[config.mk]
export PLATFORM = sky130hd
export DESIGN_NAME = uart_rx_x8_flat
export DESIGN_NICKNAME = d
export VERILOG_FILES = /design/src/rtl/uart_pkg.sv /design/src/rtl/uart_rx_x8_if.sv /design/src/rtl/uart_rx_sync.sv /design/src/rtl/uart_rx_x8.sv /design/src/flat_wrapper.sv
export SDC_FILE = /design/constraint.sdc
export NUM_CORES = 1
export LEC_CHECK = 0
export ABC_AREA = 0
export BUFFER_PORTS_ARGS = -buffer_cell sky130_fd_sc_hd__buf_2
export CORE_ASPECT_RATIO = 1.1
export CORE_MARGIN = 5
export CORE_UTILIZATION = 35
export DETAILED_ROUTE_END_ITERATION = 10
export MAX_ROUTING_LAYER = met4
export PLACE_DENSITY = 0.51
export SLEW_MARGIN = 25
export SYNTH_ARGS = -nofsm -noshare
export SYNTH_HDL_FRONTEND = slang
export SYNTH_SLANG_ARGS = --single-unit
[constraint.sdc]
create_clock -name fclk -period 2.08 [get_ports fclk]
set_input_delay 0 -clock fclk [delete_from_list [all_inputs] [get_ports fclk]]
set_output_delay 0 -clock fclk [all_outputs]
set_load 0.02 [all_outputs]
[src/rtl/uart_pkg.sv]
// uart_pkg: shared UART receiver/transmitter state enum and oversampling constants
package uart_pkg;
  typedef enum logic [2:0] {IDLE, START, DATA, PARITY, STOP} rx_state_t;
  localparam int OVERSAMPLE = 8;
  localparam int MID_SAMPLE = 3;
endpackage

[src/rtl/uart_rx_x8_if.sv]
// uart_rx_x8_if: host-side byte handshake; parity_err exists only with UART_RX_PARITY_EN
interface uart_rx_x8_if #(parameter int DATA_BITS = 8);
  logic [DATA_BITS-1:0] rx_data;
  logic rx_valid, frame_err, overrun, rx_ack;
`ifdef UART_RX_PARITY_EN
  logic parity_err;
  modport master (output rx_data, rx_valid, frame_err, overrun, parity_err, input rx_ack);
  modport slave (input rx_data, rx_valid, frame_err, overrun, parity_err, output rx_ack);
`else
  modport master (output rx_data, rx_valid, frame_err, overrun, input rx_ack);
  modport slave (input rx_data, rx_valid, frame_err, overrun, output rx_ack);
`endif
endinterface

[src/rtl/uart_rx_sync.sv]
// uart_rx_sync: 2-flop synchronizer for rx plus falling-edge detect on the synchronized line
module uart_rx_sync (
  input  logic fclk,
  input  logic rst,
  input  logic rx,
  output logic rx_s,
  output logic rx_fall
);
  logic [2:0] sync_q;
  always_ff @(posedge fclk) sync_q <= rst ? '1 : {sync_q[1:0], rx};
  assign rx_s = sync_q[1];
  assign rx_fall = sync_q[2] & ~sync_q[1];
endmodule

[src/rtl/uart_rx_x8.sv]
// uart_rx_x8: 8x-oversampled UART receiver with valid/ack handshake.
// Define UART_RX_PARITY_EN to add an even-parity bit and parity_err.
module uart_rx_x8 import uart_pkg::*; #(
  parameter int DATA_BITS = 8
) (
  input logic fclk,
  input logic rst,
  input logic bx8_tick,
  input logic rx,
  uart_rx_x8_if.master bus
);
  localparam int BW = $clog2(DATA_BITS + 1);
  rx_state_t state_q, state_d;
  logic [2:0] os_q, os_d;
  logic [BW-1:0] bit_q, bit_d;
  logic [DATA_BITS-1:0] sh_q, sh_d, data_q, data_d;
  logic valid_q, valid_d, ferr_q, ferr_d, ovr_q, ovr_d;
  logic rx_s, rx_fall, samp, wrap, commit;
`ifdef UART_RX_PARITY_EN
  logic par_q, par_d, perr_q, perr_d;
`endif
  uart_rx_sync u_sync (.fclk(fclk), .rst(rst), .rx(rx), .rx_s(rx_s), .rx_fall(rx_fall));
  assign samp = bx8_tick && os_q == 3'(MID_SAMPLE);
  assign wrap = bx8_tick && os_q == 3'(OVERSAMPLE - 1);
  always_comb begin
    state_d = state_q;
    os_d = bx8_tick ? os_q + 3'd1 : os_q;
    bit_d = bit_q;
    sh_d = sh_q;
    commit = 1'b0;
`ifdef UART_RX_PARITY_EN
    par_d = par_q;
`endif
    case (state_q)
      IDLE: if (rx_fall) begin
        state_d = START;
        os_d = '0;
      end
      START: if (samp && rx_s) state_d = IDLE;
        else if (wrap) begin
          state_d = DATA;
          bit_d = '0;
        end
      DATA: begin
        if (samp) begin
          sh_d = {rx_s, sh_q[DATA_BITS-1:1]};
          bit_d = bit_q + BW'(1);
        end
`ifdef UART_RX_PARITY_EN
        if (wrap && bit_q == BW'(DATA_BITS)) state_d = PARITY;
      end
      PARITY: begin
        if (samp) par_d = rx_s;
        if (wrap) state_d = STOP;
`else
        if (wrap && bit_q == BW'(DATA_BITS)) state_d = STOP;
`endif
      end
      // commit on the stop sample and skip the wrap so back-to-back frames are caught
      STOP: if (samp) begin
        commit = 1'b1;
        state_d = IDLE;
      end
      default: state_d = IDLE;
    endcase
  end
  assign data_d = commit ? sh_q : data_q;
  assign valid_d = commit | (valid_q & ~bus.rx_ack);
  assign ferr_d = commit ? ~rx_s : ferr_q;
  assign ovr_d = (commit & valid_q & ~bus.rx_ack) | (ovr_q & ~bus.rx_ack);
`ifdef UART_RX_PARITY_EN
  assign perr_d = commit ? ^{sh_q, par_q} : perr_q;
  assign bus.parity_err = perr_q;
`endif
  always_ff @(posedge fclk) begin
    if (rst) begin
      state_q <= IDLE;
      os_q <= '0;
      bit_q <= '0;
      sh_q <= '0;
      data_q <= '0;
      valid_q <= 1'b0;
      ferr_q <= 1'b0;
      ovr_q <= 1'b0;
`ifdef UART_RX_PARITY_EN
      par_q <= 1'b0;
      perr_q <= 1'b0;
`endif
    end else begin
      state_q <= state_d;
      os_q <= os_d;
      bit_q <= bit_d;
      sh_q <= sh_d;
      data_q <= data_d;
      valid_q <= valid_d;
      ferr_q <= ferr_d;
      ovr_q <= ovr_d;
`ifdef UART_RX_PARITY_EN
      par_q <= par_d;
      perr_q <= perr_d;
`endif
    end
  end
  assign bus.rx_data = data_q;
  assign bus.rx_valid = valid_q;
  assign bus.frame_err = ferr_q;
  assign bus.overrun = ovr_q;
endmodule

[src/flat_wrapper.sv]
// flat-port wrapper written by rule: the top's interface ports become plain ports
module uart_rx_x8_flat import uart_pkg::*;
#(
  parameter int DATA_BITS = 8
)
  (fclk, rst, bx8_tick, rx, bus_rx_data, bus_rx_valid, bus_frame_err, bus_overrun, bus_rx_ack);
  uart_rx_x8_if #(.DATA_BITS(DATA_BITS)) bus_i ();
  input logic fclk;
  input logic rst;
  input logic bx8_tick;
  input logic rx;
  output wire logic [$bits(bus_i.rx_data)-1:0] bus_rx_data;
  output wire logic [$bits(bus_i.rx_valid)-1:0] bus_rx_valid;
  output wire logic [$bits(bus_i.frame_err)-1:0] bus_frame_err;
  output wire logic [$bits(bus_i.overrun)-1:0] bus_overrun;
  input wire logic [$bits(bus_i.rx_ack)-1:0] bus_rx_ack;
  assign bus_rx_data = bus_i.rx_data;
  assign bus_rx_valid = bus_i.rx_valid;
  assign bus_frame_err = bus_i.frame_err;
  assign bus_overrun = bus_i.overrun;
  assign bus_i.rx_ack = bus_rx_ack;
  uart_rx_x8 #(.DATA_BITS(DATA_BITS)) u_core (.fclk(fclk), .rst(rst), .bx8_tick(bx8_tick), .rx(rx), .bus(bus_i));
endmodule
==> results.py, run 1 <==
metrics = {
    "status": {
        "status": "complete, no violations",
    },
    "synth": {
        "seq_area_frac_synth_pct": 48.21,
        "netlist_area_um2": 1329,
        "synth_ff_type": "dfxtp_1",
        "synth-warning-count": 0,
        "synth_nets": 147,
        "syn-mean-instance-area_um2": 9.699,
        "ys_seq_elements": 32,
        "synthArstFlopShare_pct": 0,
        "synth_edf_count": 0,
        "synth_cell_type_count": 35,
        "netlist_instances": 137,
    },
    "timing": {
        "setup_viol": 0,
        "rsz0062_at_grt": "no",
        "setup_tns_ns": 0,
        "whs_ns": 0.1511,
        "clock.fmax_mhz": 538.5,
        "relSlewSlack_pct": 64.92,
        "hold_violations": 0,
        "timing.final.crit_share_pct": 89.29,
        "min_period_ns": 1.857,
        "drv_slew": 0,
        "worst_pin_slew_ns": 0.5262,
        "fin_skew_ns": 0.002009,
    },
    "worst_setup_path": {
        "crit_fanout": 8,
        "cp-end-kind": "flip-flop",
        "criticalPathCategory": "flip-flop to flip-flop",
        "start_kind": "flip-flop",
        "required_ns": 2.23,
        "arrival_ns": 2.01,
    },
    "routing": {
        "wl_per_cell_um": 12.60,
        "wl_um": 2633,
        "drtIter0Drc": 51,
        "detail_route.first_pass.iterations": 4,
        "routed_via_density": 4.871,
        "via_count": 1018,
        "ant_nets": 0,
        "drc": 0,
    },
    "power": {
        "netSwitchingFraction_pct": 22.01,
        "p_leak_nw": 0.5758,
        "p_clk_share_pct": 42.7,
        "power_density_nw_per_um2": 738.8,
        "ir_drop_v": 0.0003460,
        "p_int_mw": 0.9055,
        "comb_power_share_pct": 3.4,
        "p_switching_mw": 0.2555,
        "seq_power_share_pct": 54.0,
    },
    "cts": {
        "cts_resized": 0,
        "clockBufferDepth": 2,
        "cts_buffers": 5,
        "cts_sinks": 32,
        "cts_tree": "built",
        "clkTransAtPathRegs_ns": 0.06,
        "insertion_delay_ns": 0.28,
        "holdBufCountCts": 2,
        "clockRootBuffer": "clkbuf_8",
        "post-cts-setup-buffer-count": 0,
        "htreeDepth": 2,
    },
    "final_layout": {
        "syn_to_final_growth_pct": 18.27,
        "final_nets": 168,
        "drive_above_1_share_pct": 22.64,
        "antennaDiodeCount": 0,
        "nFillCells": 388,
    },
    "floorplan": {
        "num_io_pins": 16,
        "initial_utilization_pct": 36.36,
        "die_w_um": 68.75,
        "die_area_um2": 5130,
        "rows": 23,
        "core_area_um2": 3655,
        "dieHeight_um": 74.63,
    },
    "grt": {
        "overflow": 0,
        "antenna_found_initial": 0,
        "track_usage_pct": 12.60,
        "grt_pass1_wl_um": 4629,
        "grt_max_degree": 31,
        "first_global_vias": 986,
    },
    "place": {
        "port_buffers": 15,
        "place.gp.congestion": 0.7654,
        "post-dp-hpwl_um": 1830,
    },
    "min_path": {
        "hold_path.class": "input port to flip-flop",
    },
    "job": {
        "max_cap_viol_count": 0,
    },
}
==> worst max-delay path, cell delays in order (launching register included) <==
cell and delay (ns):
dfxtp_1 0.35, ha_1 0.18, ha_1 0.32, nand2_2 0.16
nor3_2 0.23, buf_4 0.22, mux2i_1 0.21, nor2_1 0.06
==> final cells by class <==
class | count | area, um2 | share of cell area (%)
clock buffers | 7 | 86.33 | 5.494
clock inverters | 1 | 7.507 | 0.4777
inverters | 3 | 11.26 | 0.7166
multi-input cells | 95 | 638.1 | 40.61
flip-flops and latches | 32 | 640.6 | 40.76
well taps | 50 | 62.56 | 3.981
repair buffers | 21 | 125.1 | 7.962
==> worst paths after layout <==
check,from,cells past startpoint,endpoint,slack [ns]
worst max register to register,u_core.os_q[0],7,u_core.sh_q[7],0.22
worst min register to register,u_core.u_sync.sync_q[0],1,u_core.u_sync.sync_q[1],0.42
worst max-delay path,u_core.os_q[0],7,u_core.sh_q[7],0.22
worst min-delay path,bx8_tick,3,u_core.os_q[1],0.15
==> stage by stage <==
stage	setup slack, ns	util [%]	power, mW	area (um2)	instances
4_1_cts	0.1952	43.00	1.179	1572	209
3_3_place_gp	0.2810	39.88	0.6764	1458	199
5_1_grt	0.02952	43.00	1.214	1572	209
2_1_floorplan	0.3710	-	0.6677	1329	137
6_report	0.2229	43.00	1.161	1572	209
3_5_place_dp	0.2183	39.88	0.6771	1458	199
==> routing by layer <==
layer | global-route usage [%] | vias to the layer above | part of all wire, %
met4 | 5.195 | 0 | 1.9
li1 | - | 520 | -
met5 | - | - | 0
met2 | 18.24 | 11 | 47
met1 | 15.52 | 482 | 47
met3 | 5.075 | 5 | 3.3
==> cell usage after synthesis, types with 2 or more instances <==
cell type  number  area share, %
a211o_1         2            1.3
a211oi_1        2            1.1
a21oi_1        14            5.3
and2_1          2           0.94
buf_4           3            1.7
clkbuf_1        3           0.85
dfxtp_1        32             48
ha_1            5            4.7
inv_1           3           0.85
mux2i_1        10            7.5
nand2_1        17            4.8
nand3_1         2           0.75
nand4_1         2           0.94
nor2_1         11            3.1
nor3_1          5            1.9
nor3_2          2            1.5
nor4b_1         2            1.3
or2_2           3            1.4
==> layout by cell type (no fill, tap or decap), drive strengths merged <==
master	netlist	final
a31oi	1	1
buf	4	19
o2bb2ai	1	1
clkinvlp	0	1
dfxtp	32	32
or2	3	3
a211oi	2	2
clkbuf	3	7
mux2	1	1
or3	1	1
xor2	1	1
nor4b	3	3
inv	3	3
nand2b	2	2
a2111oi	1	1
and2	2	2
a22o	1	1
nor2	11	11
nor3	7	7
nor4	1	1
nand3	3	3
ha	5	5
nor2b	1	1
nand4	2	2
o211ai	1	1
o21bai	1	1
nand2	18	18
mux2i	10	10
a211o	2	2
dlygate4sd3	0	2
a21oi	14	14
==> registers in the layout, summed over array words and instances, names as in the netlist <==
register and count:
u_core.bus.rx_data 8, u_core.state_q 3, u_core.bus.rx_valid 1, u_core.bus.frame_err 1, u_core.bit_q 4, u_core.os_q 3
u_core.bus.overrun 1, u_core.sh_q 8, u_core.u_sync.sync_q 3
==> logic make-up (layout without fill, tap and decap cells) <==
kind of cell | after synthesis | after routing | share of synthesized area (%)
AO/OA/AOI/OAI | 24 | 24 | 12.71
adder cells (fa/ha/maj) | 5 | 5 | 4.708
AND/OR/NAND/NOR | 54 | 54 | 21.56
XOR/XNOR | 1 | 1 | 0.6593
multiplexers | 11 | 11 | 8.381
buffers and inverters | 10 | 32 | 3.766
flip-flops | 32 | 32 | 48.21
==> power by group through the flow <==
stage	sequential [mW]	combinational (mW)	clock, mW
global route	0.627	0.0453	0.541
finish	0.627	0.0391	0.495
floorplan	0.639	0.0290	0
global placement	0.640	0.0361	0
CTS	0.627	0.0397	0.512
detailed placement	0.641	0.0365	0
No activity file was read; power rests on OpenSTA's default activity.
==> run 2: changes to the inputs <==
--- a/config.mk
+++ b/config.mk
@@ -11,6 +11,7 @@
 export CORE_MARGIN = 5
 export CORE_UTILIZATION = 35
 export DETAILED_ROUTE_END_ITERATION = 10
+export GPL_TIMING_DRIVEN = 0
 export MAX_ROUTING_LAYER = met4
 export PLACE_DENSITY = 0.51
 export SLEW_MARGIN = 25
==> results.py, run 2 (synthesized netlist as in run 1, its figures left out) <==
metrics = {
    "status": {
        "status": "complete, no violations",
    },
    "routing": {
        "wl_per_cell_um": 12.36,
        "detail_route.first_pass.iterations": 4,
        "drtIter0Drc": 66,
        "drc": 0,
        "via_count": 1019,
        "wl_um": 2609,
        "ant_nets": 0,
        "routed_via_density": 4.829,
    },
    "place": {
        "post-dp-hpwl_um": 1828,
        "pre_cts_ws_ns": 0.1579,
        "dp.cells": 201,
        "place.gp.congestion": 0.7292,
        "port_buffers": 14,
    },
    "floorplan": {
        "dieHeight_um": 74.63,
        "num_io_pins": 16,
        "die_w_um": 68.75,
        "initial_utilization_pct": 36.36,
        "rows": 23,
        "core_area_um2": 3655,
        "die_area_um2": 5130,
    },
    "grt": {
        "antenna_found_initial": 0,
        "grt_pass1_wl_um": 4491,
        "first_global_vias": 968,
        "grt_max_degree": 11,
        "track_usage_pct": 12.03,
        "overflow": 0,
    },
    "worst_setup_path": {
        "start_kind": "flip-flop",
        "cp-end-kind": "flip-flop",
        "crit_end": "u_core.bit_q[2]",
        "crit_fanout": 9,
        "required_ns": 2.25,
        "setup.worst_path.start": "u_core.os_q[0]",
        "r2r-end": "u_core.bit_q[2]",
        "r2r_start": "u_core.os_q[0]",
        "arrival_ns": 1.99,
        "criticalPathCategory": "flip-flop to flip-flop",
        "regToRegSetupSlack_ns": 0.26,
        "ff2ff_path_depth": 7,
    },
    "final_layout": {
        "final_cell_count_no_fill": 211,
        "drive_above_1_share_pct": 22.98,
        "final_common_cell": "dfxtp_1",
        "final_cell_mix": "dfxtp_1, nand2_1, buf_2, a21oi_1, nor2_1",
        "final_nets": 170,
        "antennaDiodeCount": 0,
        "regArea_um2": 640.6,
        "nFillCells": 400,
        "syn_to_final_growth_pct": 21.19,
        "multiInputGateArea_um2": 640.6,
    },
    "job": {
        "max_cap_viol_count": 0,
    },
    "timing": {
        "worst_pin_slew_ns": 0.4709,
        "relSlewSlack_pct": 68.61,
        "min_period_ns": 1.821,
        "drv_slew": 0,
        "setup_tns_ns": 0,
        "setup_viol": 0,
        "fin_skew_ns": 0.003610,
        "timing.final.crit_share_pct": 87.55,
        "hold_violations": 0,
        "clock.fmax_mhz": 549.1,
        "rsz0062_at_grt": "no",
        "setup_ws_ns": 0.2590,
    },
    "cts": {
        "clkTransAtPathRegs_ns": 0.07,
        "clockRootBuffer": "clkbuf_8",
        "cts_sinks": 32,
        "htreeDepth": 2,
        "cts_tree": "built",
        "cts_buffers": 5,
        "insertion_delay_ns": 0.28,
        "clockBufferDepth": 2,
    },
    "power": {
        "power_mw": 1.313,
        "power_density_nw_per_um2": 815.3,
        "ir_drop_v": 0.0003925,
        "p_leak_nw": 0.5950,
    },
    "min_path": {
        "hold_path.class": "input port to flip-flop",
        "worstHoldStart": "rst",
        "hold_path_depth": 3,
    },
}
[run 2: worst min-delay path by stage]
stage	end	slack (ns)
after floorplan	u_core.bus.overrun	0.08
after global placement	u_core.bus.overrun	0.17
after detailed placement	u_core.bus.overrun	0.18
after CTS	u_core.bit_q[3]	0.06
after global routing	u_core.bit_q[3]	0.07
final	u_core.bit_q[3]	0.07
[run 2: report_power, final]
group / internal, mW / switching [mW] / total (mW)
clock network: 0.422 / 0.222 / 0.644
registers: 0.620 / 0.00634 / 0.626
logic: 0.0191 / 0.0235 / 0.0426
total: 1.06 / 0.251 / 1.31
[run 2: per-layer routing]
layer / wire [um] / track usage (%) / vias to the layer above
met5: 0 / - / -
met4: 27 / 3.896 / 0
met3: 102 / 4.030 / 4
met2: 1252 / 18.35 / 14
met1: 1226 / 14.98 / 480
li1: - / - / 521
[run 2: critical path: stages (launching register included)]
cell and delay [ns]:
dfxtp_1 0.34, ha_1 0.18, ha_2 0.28, nand2_2 0.14, nor3_2 0.16, buf_4 0.23
nor3_2 0.09, a211o_1 0.29
[run 2: stage by stage]
stage                     cell area [um2]  utilization [%]  hold WS, ns
final                                1610            44.06      0.07018
after global routing                 1610            44.06      0.06918
after CTS                            1608            43.99      0.05588
after detailed placement             1461            39.99       0.1779
after global placement               1461            39.99       0.1741
after floorplan                      1329                -      0.07931
[run 2: layout make-up]
class / instances / area share [%]
sequential: 32 / 39.78
multi-input combinational: 95 / 39.78
clock buffer: 7 / 5.983
timing repair buffer: 16 / 5.594
tap: 50 / 3.885
buffer: 7 / 2.409
clock inverter: 1 / 1.865
inverter: 3 / 0.6993
[run 2: timing repair]
action / CTS / global route
setup endpoints to repair: 0 / 1
buffers inserted: 0 / 0
hold endpoints to repair: 3 / 0
gates resized for setup: 0 / 1
hold buffers: 2 / 0
==> run 3: changes to the inputs <==
--- a/config.mk
+++ b/config.mk
@@ -9,11 +9,11 @@
 export BUFFER_PORTS_ARGS = -buffer_cell sky130_fd_sc_hd__buf_2
 export CORE_ASPECT_RATIO = 1.1
 export CORE_MARGIN = 5
-export CORE_UTILIZATION = 35
+export CORE_UTILIZATION = 55
 export DETAILED_ROUTE_END_ITERATION = 10
 export GPL_TIMING_DRIVEN = 0
 export MAX_ROUTING_LAYER = met4
-export PLACE_DENSITY = 0.51
+export PLACE_DENSITY = 0.74
 export SLEW_MARGIN = 25
 export SYNTH_ARGS = -nofsm -noshare
 export SYNTH_HDL_FRONTEND = slang
==> results.py, run 3 (synthesized netlist as in run 1, its figures left out) <==
metrics = {
    "min_path": {
        "worstHoldStart": "bx8_tick",
        "hold_path.class": "input port to flip-flop",
    },
    "job": {
        "max_cap_viol_count": 0,
    },
    "floorplan": {
        "dieHeight_um": 61.55,
        "core_area_um2": 2275,
        "die_area_um2": 3500,
        "initial_utilization_pct": 58.42,
        "rows": 18,
        "num_io_pins": 16,
        "die_w_um": 56.87,
    },
    "routing": {
        "routed_via_density": 5.286,
        "via_count": 1015,
        "wirelength_met1_um": 1138,
        "wl_per_cell_um": 13.13,
        "ant_nets": 0,
        "drc": 0,
        "top_layer": "met4",
        "wl_um": 2521,
        "dr_wl_met2_um": 1241,
        "drtIter0Drc": 21,
        "detail_route.first_pass.iterations": 4,
        "dr_wl_met3_um": 80,
    },
    "cts": {
        "insertion_delay_ns": 0.33,
        "clockBufferDepth": 2,
        "post-cts-setup-buffer-count": 0,
        "clockRootBuffer": "clkbuf_4",
        "cts_buffers": 5,
        "cts_tree": "built",
        "cts_sinks": 32,
        "htreeDepth": 2,
        "clkTransAtPathRegs_ns": 0.09,
    },
    "status": {
        "status": "complete, no violations",
    },
    "timing": {
        "fin_skew_ns": 0.002269,
        "worst_pin_slew_ns": 0.4577,
        "hold_violations": 0,
        "clock.fmax_mhz": 532.8,
        "setup_viol": 0,
        "drv_slew": 0,
        "rsz0062_at_grt": "no",
        "relSlewSlack_pct": 69.49,
        "setup_tns_ns": 0,
        "timing.final.crit_share_pct": 90.23,
        "min_period_ns": 1.877,
        "whs_ns": 0.03556,
    },
    "worst_setup_path": {
        "crit_fanout": 9,
        "start_kind": "flip-flop",
        "required_ns": 2.30,
        "criticalPathCategory": "flip-flop to flip-flop",
        "arrival_ns": 2.10,
        "crit_path_top_delay_cell": "dfxtp_1",
        "cp-end-kind": "flip-flop",
        "r2r_start": "u_core.os_q[0]",
        "crit_path_max_incr_delay_ns": 0.36,
        "crit_top_cell": "nor3_2",
        "crit_chain": "ha_1, ha_2, nand2_2, nor3_2, buf_4, nor3_2, mux2_1",
        "setup.worst_path.start": "u_core.os_q[0]",
    },
    "power": {
        "ir_drop_v": 0.0006022,
        "p_switching_mw": 0.2370,
        "seq_power_share_pct": 55.5,
        "p_int_mw": 0.8916,
        "p_clk_share_pct": 40.7,
        "p_leak_nw": 0.5770,
        "power_density_nw_per_um2": 730.4,
        "netSwitchingFraction_pct": 21.00,
        "comb_power_share_pct": 3.9,
    },
    "final_layout": {
        "final_cell_mix": "dfxtp_1, nand2_1, buf_2, a21oi_1, nor2_1",
        "drive_above_1_share_pct": 22.22,
        "final_common_cell": "dfxtp_1",
        "final_nets": 171,
        "antennaDiodeCount": 0,
        "syn_to_final_growth_pct": 16.29,
    },
    "grt": {
        "overflow": 0,
        "grt_max_degree": 11,
        "track_usage_pct": 16.04,
        "antenna_found_initial": 0,
        "grt_pass1_wl_um": 4084,
        "first_global_vias": 924,
    },
    "place": {
        "post-dp-hpwl_um": 1788,
        "port_buffers": 14,
        "place.gp.congestion": 0.8107,
    },
}
==> run 3: cell count changes in the layout (fill, tap and decap cells not counted), sizes merged <==
cell and change:
clkbuf -1, clkinv +1, dlygate4sd3 +1
==> run 3: stage by stage <==
| step | utilization (%) | area [um2] | total power, mW | instances | setup slack (ns) |
|---|---|---|---|---|---|
| final | 67.93 | 1545 | 1.129 | 192 | 0.2032 |
| after detailed placement | 63.15 | 1436 | 0.6797 | 181 | 0.1065 |
| after floorplan | - | 1329 | 0.6677 | 137 | 0.3710 |
| after global routing | 67.93 | 1545 | 1.179 | 192 | 0.09846 |
| after global placement | 63.15 | 1436 | 0.6774 | 181 | 0.1969 |
| after CTS | 67.82 | 1543 | 1.141 | 192 | 0.1008 |
==> run 3: worst paths after layout <==
kind | end | slack (ns) | cells past startpoint
max | u_core.bit_q[0] | 0.20 | 7
min | u_core.os_q[1] | 0.04 | 3
min reg2reg | u_core.u_sync.sync_q[1] | 0.42 | 1
max reg2reg | u_core.bit_q[0] | 0.20 | 7
==> run 3: power groups by stage <==
stage,Combinational (mW),Clock [mW],Sequential (mW)
6_report,0.0436,0.459,0.626
5_1_grt,0.0485,0.503,0.628
4_1_cts,0.0436,0.471,0.626
3_5_place_dp,0.0393,0,0.640
3_3_place_gp,0.0374,0,0.640
2_1_floorplan,0.0290,0,0.639
==> run 3: what timing repair did <==
item | in CTS | in global routing
endpoints found under the hold margin | 4 | 0
hold buffers | 3 | 0
gates resized for setup | 0 | 1
endpoints found under the setup margin | 0 | 2
==> run 3: layer usage <==
metal | global-route usage [%] | up-vias
met5 | - | -
met2 | 26.24 | 17
li1 | - | 524
met4 | 8.940 | 0
met3 | 4.403 | 7
met1 | 17.98 | 467
==> run 3: layout make-up <==
type	count	area, um2
clock buffer	6	41.29
sequential	32	640.6
buffer	7	38.79
inverter	3	11.26
clock inverter	2	35.03
multi-input combinational	95	640.6
fill	203	729.5
tap	30	37.54
timing repair buffer	17	100.1
==> run 3: worst max-delay path, delay by kind of cell (launching register included) <==
| family | cells | cell delay (ns) |
|---|---|---|
| fa+ha+maj | 2 | 0.47 |
| simple gates | 3 | 0.41 |
| flops | 1 | 0.36 |
| mux | 1 | 0.30 |
| buf+inv | 1 | 0.22 |
